File: src/rtl/instr_loader_pkg.sv
// Shared constants and types for the instruction-memory boot loader.
package instr_loader_pkg;

    // First byte of every load frame.
    localparam logic [7:0] LOAD_SYNC = 8'hA5;

    // Word index width used by fetch: instr_addr[17:2].
    localparam int LOAD_ADDRSIZE = 16;

    // Loader FSM states (3-bit encoding).
    typedef enum logic [2:0] {
        ST_IDLE   = 3'd0,
        ST_LEN_HI = 3'd1,
        ST_LEN_LO = 3'd2,
        ST_DATA   = 3'd3,
        ST_WRITE  = 3'd4,
        ST_CHECK  = 3'd5
    } load_state_e;

    // Running frame checksum: plain 8-bit XOR of the data bytes.
    function automatic logic [7:0] chk_update(input logic [7:0] chk, input logic [7:0] data);
        return chk ^ data;
    endfunction

endpackage

File: src/rtl/instr_loader_word_assembler.sv
// Packs stream bytes MSB-first into one instruction word.
module word_assembler
    import instr_loader_pkg::*;
#(
    parameter int WORD_W = 32
) (
    input  logic              clock,
    input  logic              reset,      // active-low, synchronous
    input  logic              clear,      // drop any partial word (new frame)
    input  logic              shift_en,   // a data byte is being accepted
    input  logic [7:0]        byte_in,
    output logic              word_full,  // this shift completes a word
    output logic [WORD_W-1:0] word
);

    logic [WORD_W-1:0] r_word;
    logic [1:0]        r_cnt;

    // The 4th byte of a word is the one accepted while the counter reads 3.
    assign word_full = shift_en && (r_cnt == 2'd3);
    assign word      = r_word;

    // Shift register plus byte-in-word counter; the counter wraps naturally.
    always_ff @(posedge clock) begin
        if (!reset) begin
            r_word <= '0;
            r_cnt  <= 2'd0;
        end else if (clear) begin
            r_word <= '0;
            r_cnt  <= 2'd0;
        end else if (shift_en) begin
            r_word <= {r_word[WORD_W-9:0], byte_in};
            r_cnt  <= r_cnt + 2'd1;
        end
    end

endmodule

File: src/rtl/instr_loader.sv
// Boot-time writer for the instruction ROM: framed byte stream in,
// word writes out, CPU held in reset until a frame checks out.
module instr_loader
    import instr_loader_pkg::*;
#(
    parameter int ADDR_W = LOAD_ADDRSIZE,
    parameter int WORD_W = 32
) (
    input  logic              clock,
    input  logic              reset,      // active-low, synchronous
    input  logic              in_valid,
    input  logic [7:0]        in_data,
    output logic              in_ready,
    output logic              mem_we,
    output logic [ADDR_W-1:0] mem_addr,
    output logic [WORD_W-1:0] mem_wdata,
    output logic              busy,
    output logic              done,
    output logic              error,
    output logic              cpu_hold
);

    load_state_e       r_state, w_state_next;
    logic [7:0]        r_len_hi, w_len_hi_next;
    logic [15:0]       r_remain, w_remain_next;
    logic [ADDR_W-1:0] r_index, w_index_next;
    logic [7:0]        r_chk, w_chk_next;
    logic              r_done, w_done_next;
    logic              r_error, w_error_next;
    logic              r_hold, w_hold_next;
    logic              r_in_ready, r_mem_we, r_busy;

    logic              w_fire;
    logic              w_asm_clear, w_asm_shift, w_word_full;
    logic [15:0]       w_len;
    logic [WORD_W-1:0] w_word;

    assign w_fire = in_valid && r_in_ready;
    assign w_len  = {r_len_hi, in_data};

    word_assembler #(.WORD_W(WORD_W)) u_asm (
        .clock     (clock),
        .reset     (reset),
        .clear     (w_asm_clear),
        .shift_en  (w_asm_shift),
        .byte_in   (in_data),
        .word_full (w_word_full),
        .word      (w_word)
    );

    // Next-state and next-value logic for the frame parser.
    always_comb begin
        w_state_next  = r_state;
        w_len_hi_next = r_len_hi;
        w_remain_next = r_remain;
        w_index_next  = r_index;
        w_chk_next    = r_chk;
        w_done_next   = r_done;
        w_error_next  = r_error;
        w_hold_next   = r_hold;
        w_asm_clear   = 1'b0;
        w_asm_shift   = 1'b0;
        case (r_state)
            ST_IDLE: begin
                // Anything but the sync byte is swallowed silently.
                if (w_fire && in_data == LOAD_SYNC) begin
                    w_done_next  = 1'b0;
                    w_error_next = 1'b0;
                    w_chk_next   = 8'd0;
                    w_index_next = '0;
                    w_hold_next  = 1'b1;
                    w_asm_clear  = 1'b1;
                    w_state_next = ST_LEN_HI;
                end
            end
            ST_LEN_HI: begin
                if (w_fire) begin
                    w_len_hi_next = in_data;
                    w_state_next  = ST_LEN_LO;
                end
            end
            ST_LEN_LO: begin
                if (w_fire) begin
                    // Refuse frames that would run the word index past its range.
                    if (32'(w_len) > (32'd1 << ADDR_W)) begin
                        w_error_next = 1'b1;
                        w_state_next = ST_IDLE;
                    end else if (w_len == 16'd0) begin
                        w_state_next = ST_CHECK;
                    end else begin
                        w_remain_next = w_len;
                        w_state_next  = ST_DATA;
                    end
                end
            end
            ST_DATA: begin
                if (w_fire) begin
                    w_asm_shift = 1'b1;
                    w_chk_next  = chk_update(r_chk, in_data);
                    if (w_word_full) begin
                        w_state_next = ST_WRITE;
                    end
                end
            end
            ST_WRITE: begin
                // The write itself is issued by the registered strobe; here we
                // only advance the index and the words-remaining count.
                w_index_next  = r_index + ADDR_W'(1);
                w_remain_next = r_remain - 16'd1;
                w_state_next  = (r_remain > 16'd1) ? ST_DATA : ST_CHECK;
            end
            ST_CHECK: begin
                if (w_fire) begin
                    if (in_data == r_chk) begin
                        w_done_next = 1'b1;
                        w_hold_next = 1'b0;
                    end else begin
                        w_error_next = 1'b1;
                    end
                    w_state_next = ST_IDLE;
                end
            end
            default: w_state_next = ST_IDLE;
        endcase
    end

    // State, counters, flags and the registered output strobes.
    always_ff @(posedge clock) begin
        if (!reset) begin
            r_state    <= ST_IDLE;
            r_len_hi   <= 8'd0;
            r_remain   <= 16'd0;
            r_index    <= '0;
            r_chk      <= 8'd0;
            r_done     <= 1'b0;
            r_error    <= 1'b0;
            r_hold     <= 1'b1;
            r_in_ready <= 1'b0;
            r_mem_we   <= 1'b0;
            r_busy     <= 1'b0;
        end else begin
            r_state    <= w_state_next;
            r_len_hi   <= w_len_hi_next;
            r_remain   <= w_remain_next;
            r_index    <= w_index_next;
            r_chk      <= w_chk_next;
            r_done     <= w_done_next;
            r_error    <= w_error_next;
            r_hold     <= w_hold_next;
            // Decoded from the upcoming state so the outputs stay pure flops.
            r_in_ready <= (w_state_next != ST_WRITE);
            r_mem_we   <= (w_state_next == ST_WRITE);
            r_busy     <= (w_state_next != ST_IDLE);
        end
    end

    assign in_ready  = r_in_ready;
    assign mem_we    = r_mem_we;
    assign mem_addr  = r_index;
    assign mem_wdata = w_word;   // assembler register; frozen during WRITE
    assign busy      = r_busy;
    assign done      = r_done;
    assign error     = r_error;
    assign cpu_hold  = r_hold;

endmodule

File: config.mk
export PLATFORM = sky130hd
export DESIGN_NAME = instr_loader
export DESIGN_NICKNAME = d
export VERILOG_FILES = /design/src/rtl/instr_loader_pkg.sv /design/src/rtl/instr_loader_word_assembler.sv /design/src/rtl/instr_loader.sv
export SDC_FILE = /design/constraint.sdc
export NUM_CORES = 1
export LEC_CHECK = 0
export ABC_AREA = 1
export CAP_MARGIN = 10
export CORE_MARGIN = 2
export CORE_UTILIZATION = 30
export CTS_BUF_LIST = sky130_fd_sc_hd__clkbuf_4
export DETAILED_ROUTE_END_ITERATION = 7
export PLACE_DENSITY = 0.48
export SLEW_MARGIN = 20
export SYNTH_ARGS = -nofsm -noshare
export SYNTH_HDL_FRONTEND = slang
export SYNTH_SLANG_ARGS = --single-unit
File: constraint.sdc
create_clock -name clock -period 1.44 [get_ports clock]
set_clock_uncertainty 0.05 [all_clocks]
set_input_delay 0.288 -clock clock [delete_from_list [all_inputs] [get_ports clock]]
set_output_delay 0.288 -clock clock [all_outputs]
set_load 0.02 [all_outputs]
==> summary.md, run 1 <==
| Metric | Value |
|---|---|
| Clock power share | `0.371` |
| GRT Total Usage | `0.184` |
| Yosys cell types | `37` |
| Avg WL per Cell | `14.4 microns` |
| Largest cells by area after synthesis | `dfxtp_1 41%, nand2_1 16%, a21oi_1 8.2%, nor2_1 6.7%, o21ai_0 5.4%` |
| Synthesized area per cell | `6.80 sq um` |
| Combinational fraction of design power | `0.062` |
| Core Rows | `44` |
| Layout cells sized above 1 | `0.411` |
| Status | `complete, but fails checks` |
| Switch Pwr | `1210 uW` |
| Cell-internal power | `3210 uW` |
| Post-route setup slack | `-0.0651 ns` |
| Ys Warns | `0` |
| DR vias/cell | `4.77` |
| Mapped Nets | `668` |
| Setup Viol. Count Final | `45` |
| CP required | `1.77 ns` |
| Hold_buf cts | `0` |
| Post-route minimum period | `1.51 ns` |
| Max-slew headroom | `0.777` |
| Ports | `65` |
| Leakage | `0.00310 uW` |
| IO Port Bufs | `64` |
| Latest clock arrival within the worst-skew pair | `0.48 ns` |
| Power per cell area | `655 nW/um^2` |
| Crit. End Element | `flop` |
| Post-Route WL | `14,800 microns` |
| Die area | `15,800 sq um` |
| Initial antenna violation count | `0` |
| Final Max Tran Viols | `0` |
| GRT overflow | `0` |
| FMAX | `0.664 GHz` |
| DR DRC count | `0` |
| RSZ-0062 raised after global routing | `true` |
| Clock sink count | `91` |
| Critical path type | `in -> reg` |
| Sw Ratio | `0.274` |
| N_diodes | `0` |
| Total of max-cap violations | `0` |
| 1st-iter DRT viols | `278` |
| Register area share after synthesis | `0.410` |
| Layout net count | `859` |
| Clock-pin slew on the worst setup and hold paths | `0.16 ns` |
| Largest stage delay on the critical path | `0.53 ns` |
| Clk root buf | `clkbuf_4` |
| Violated checks | `negative setup slack` |
| Layout Area Growth over Synthesis | `51.9%` |
| Largest net degree at the start of global routing | `36` |
| Worst Hold Class | `in -> reg` |
| First-pass GRT wire length | `23,400 microns` |
| Die Y | `126 microns` |
| Peak supply drop | `0.320 mV` |
| CTS buffer count | `9` |
| H-tree levels | `3` |
| Gate Count Post-Synth | `653` |
| CP max-delay cell | `clkdlybuf4s50_1` |
| Critical-path cell list | `clkdlybuf4s50_1 > nor3_4 > nand4_4 > nand2_4 > clkbuf_16 > a21oi_1` |
| Initial Utilization | `0.307` |
| Fillcell total | `1,476` |
| Top-area cell type share of the netlist area | `0.410` |
| EDFF count, synth | `0` |
| Slew @ Worst Pin | `0.334 ns` |
| Synthesized area | `4440 sq um` |
| Vias in the first global route | `4,848` |
| Seq pwr share | `0.567` |
| Period utilization | `1.05` |
| Yosys top cell by area | `dfxtp_1` |
| CTS tree | `built` |
| Final Hold Viols | `0` |
| Pre-antenna DRT Iters | `5` |
| Final HPWL DP | `10,200 microns` |
| Vias after detailed routing | `4,930` |
| Startpoint Class | `primary input` |
| Core area | `14,500 sq um` |
| Synthesis-stage register bit count | `91` |
| Clock buffer depth | `2` |
| Routability Congestion | `0.830` |
| Hold WS | `0.236 ns` |
| ANT nets after route | `0` |
| Worst Path Max Fanout | `17` |
| Async S/R FF share, synth | `0` |
| Critical Path AT | `1.84 ns` |
| Die W | `126 microns` |
| Total power | `4420 uW` |
| Most common flop cell mapped by yosys | `dfxtp_1` |
==> cell usage after synthesis, drive strengths merged (5+ instances only) <==
| cell | n |
|---|---|
| dfxtp | 91 |
| nand3 | 34 |
| xnor2 | 6 |
| clkbuf | 7 |
| buf | 18 |
| nor3 | 10 |
| nor2 | 83 |
| inv | 58 |
| o21ai | 48 |
| nand2 | 198 |
| nand4 | 5 |
| a21oi | 74 |
==> sequential cells by signal, summed over array words and instances (netlist names), 2 cells and up <==
register	count
r_len_hi	8
u_asm.word	32
r_chk	8
r_remain	16
mem_addr	16
r_state	3
u_asm.r_cnt	2
==> cell type report <==
type | instances | area [sq um] | area share
multi-input combinational | 481 | 2620 | 0.389
timing repair buffer | 203 | 1580 | 0.235
inverter | 58 | 235 | 0.0349
sequential | 91 | 1910 | 0.284
clock buffer | 9 | 67.6 | 0.0100
clock inverter | 7 | 92.6 | 0.0137
tap | 184 | 230 | 0.0341
==> kinds of logic after synthesis <==
family	share of synthesized area
adder cells (fa/ha/maj)	0.0113
flip-flops	0.410
XOR/XNOR	0.0178
AO/OA/AOI/OAI	0.156
buffers and inverters	0.0854
AND/OR/NAND/NOR	0.319
==> power groups by stage <==
| stage | clock network, uW | registers (uW) | logic (uW) |
|---|---|---|---|
| after floorplan | 0 | 2580 | 94.3 |
| after global placement | 0 | 2570 | 235 |
| after detailed placement | 0 | 2570 | 234 |
| after CTS | 1690 | 2510 | 239 |
| after global routing | 1790 | 2510 | 294 |
| final | 1640 | 2510 | 274 |
==> critical path: cells and delay by family <==
kind,cells,cell delay (ns)
simple gates,3,0.75
buf+inv,2,0.74
compound gates,1,0.04
==> layout by cell type (no fill, tap or decap), types with 6 or more instances in the layout <==
| cell type | netlist | final |
|---|---|---|
| o21ai_1 | 0 | 14 |
| nor2_4 | 1 | 16 |
| a21oi_2 | 0 | 6 |
| dfxtp_2 | 0 | 50 |
| dfxtp_1 | 91 | 33 |
| dfxtp_4 | 0 | 8 |
| clkbuf_4 | 0 | 9 |
| nor2_2 | 3 | 11 |
| buf_2 | 10 | 46 |
| inv_1 | 54 | 45 |
| buf_6 | 7 | 15 |
| a21oi_1 | 73 | 67 |
| clkdlybuf4s50_1 | 0 | 7 |
| buf_4 | 0 | 126 |
| nand3_2 | 2 | 7 |
| nand2_1 | 192 | 188 |
| nor2_1 | 79 | 56 |
| o21ai_0 | 48 | 31 |
| inv_2 | 3 | 7 |
| nand3_1 | 32 | 25 |
==> path summary, 6_finish.rpt <==
check,endpoint,from,slack (ns),depth (start not counted)
max reg2reg,u_asm.word[5],r_state[0],-0.04,5
min,u_asm.word[2],in_data[2],0.24,4
min reg2reg,cpu_hold,cpu_hold,0.41,2
max,u_asm.word[5],in_data[3],-0.07,6
==> timing repair <==
item	CTS	global route
gates resized for setup	314	95
cloned	1	4
endpoints found under the setup margin	106	102
pin swaps	23	22
setup buffers	21	14
==> metrics by stage <==
step / TNS (ns) / area [sq um] / setup WS (ns) / util / std cells
2_1_floorplan: -0.0506 / 4500 / -0.0506 / - / 653
3_3_place_gp: -41.02 / 6000 / -0.538 / 0.414 / 978
3_5_place_dp: -46.04 / 6000 / -0.577 / 0.414 / 978
4_1_cts: -0.0778 / 6260 / -0.0282 / 0.432 / 1015
5_1_grt: -5.88 / 6740 / -0.116 / 0.466 / 1033
6_report: -1.43 / 6740 / -0.0651 / 0.466 / 1033
==> routing by layer <==
metal,track usage,share of wire,vias to the layer above
met1,0.251,0.48,2294
li1,-,-,2502
met2,0.283,0.45,114
met3,0.0382,0.051,20
met4,0.0778,0.018,0
met5,0,0,-
No activity file was read; power rests on OpenSTA's default activity.
==> run 2: changes to the inputs <==
--- a/config.mk
+++ b/config.mk
@@ -6,7 +6,7 @@
 export NUM_CORES = 1
 export LEC_CHECK = 0
 export ABC_AREA = 1
-export CAP_MARGIN = 10
+export CAP_MARGIN = 25
 export CORE_MARGIN = 2
 export CORE_UTILIZATION = 30
 export CTS_BUF_LIST = sky130_fd_sc_hd__clkbuf_4
==> results of run 2 <==
The final DEF is identical to that of run 1; final timing and power are the same.
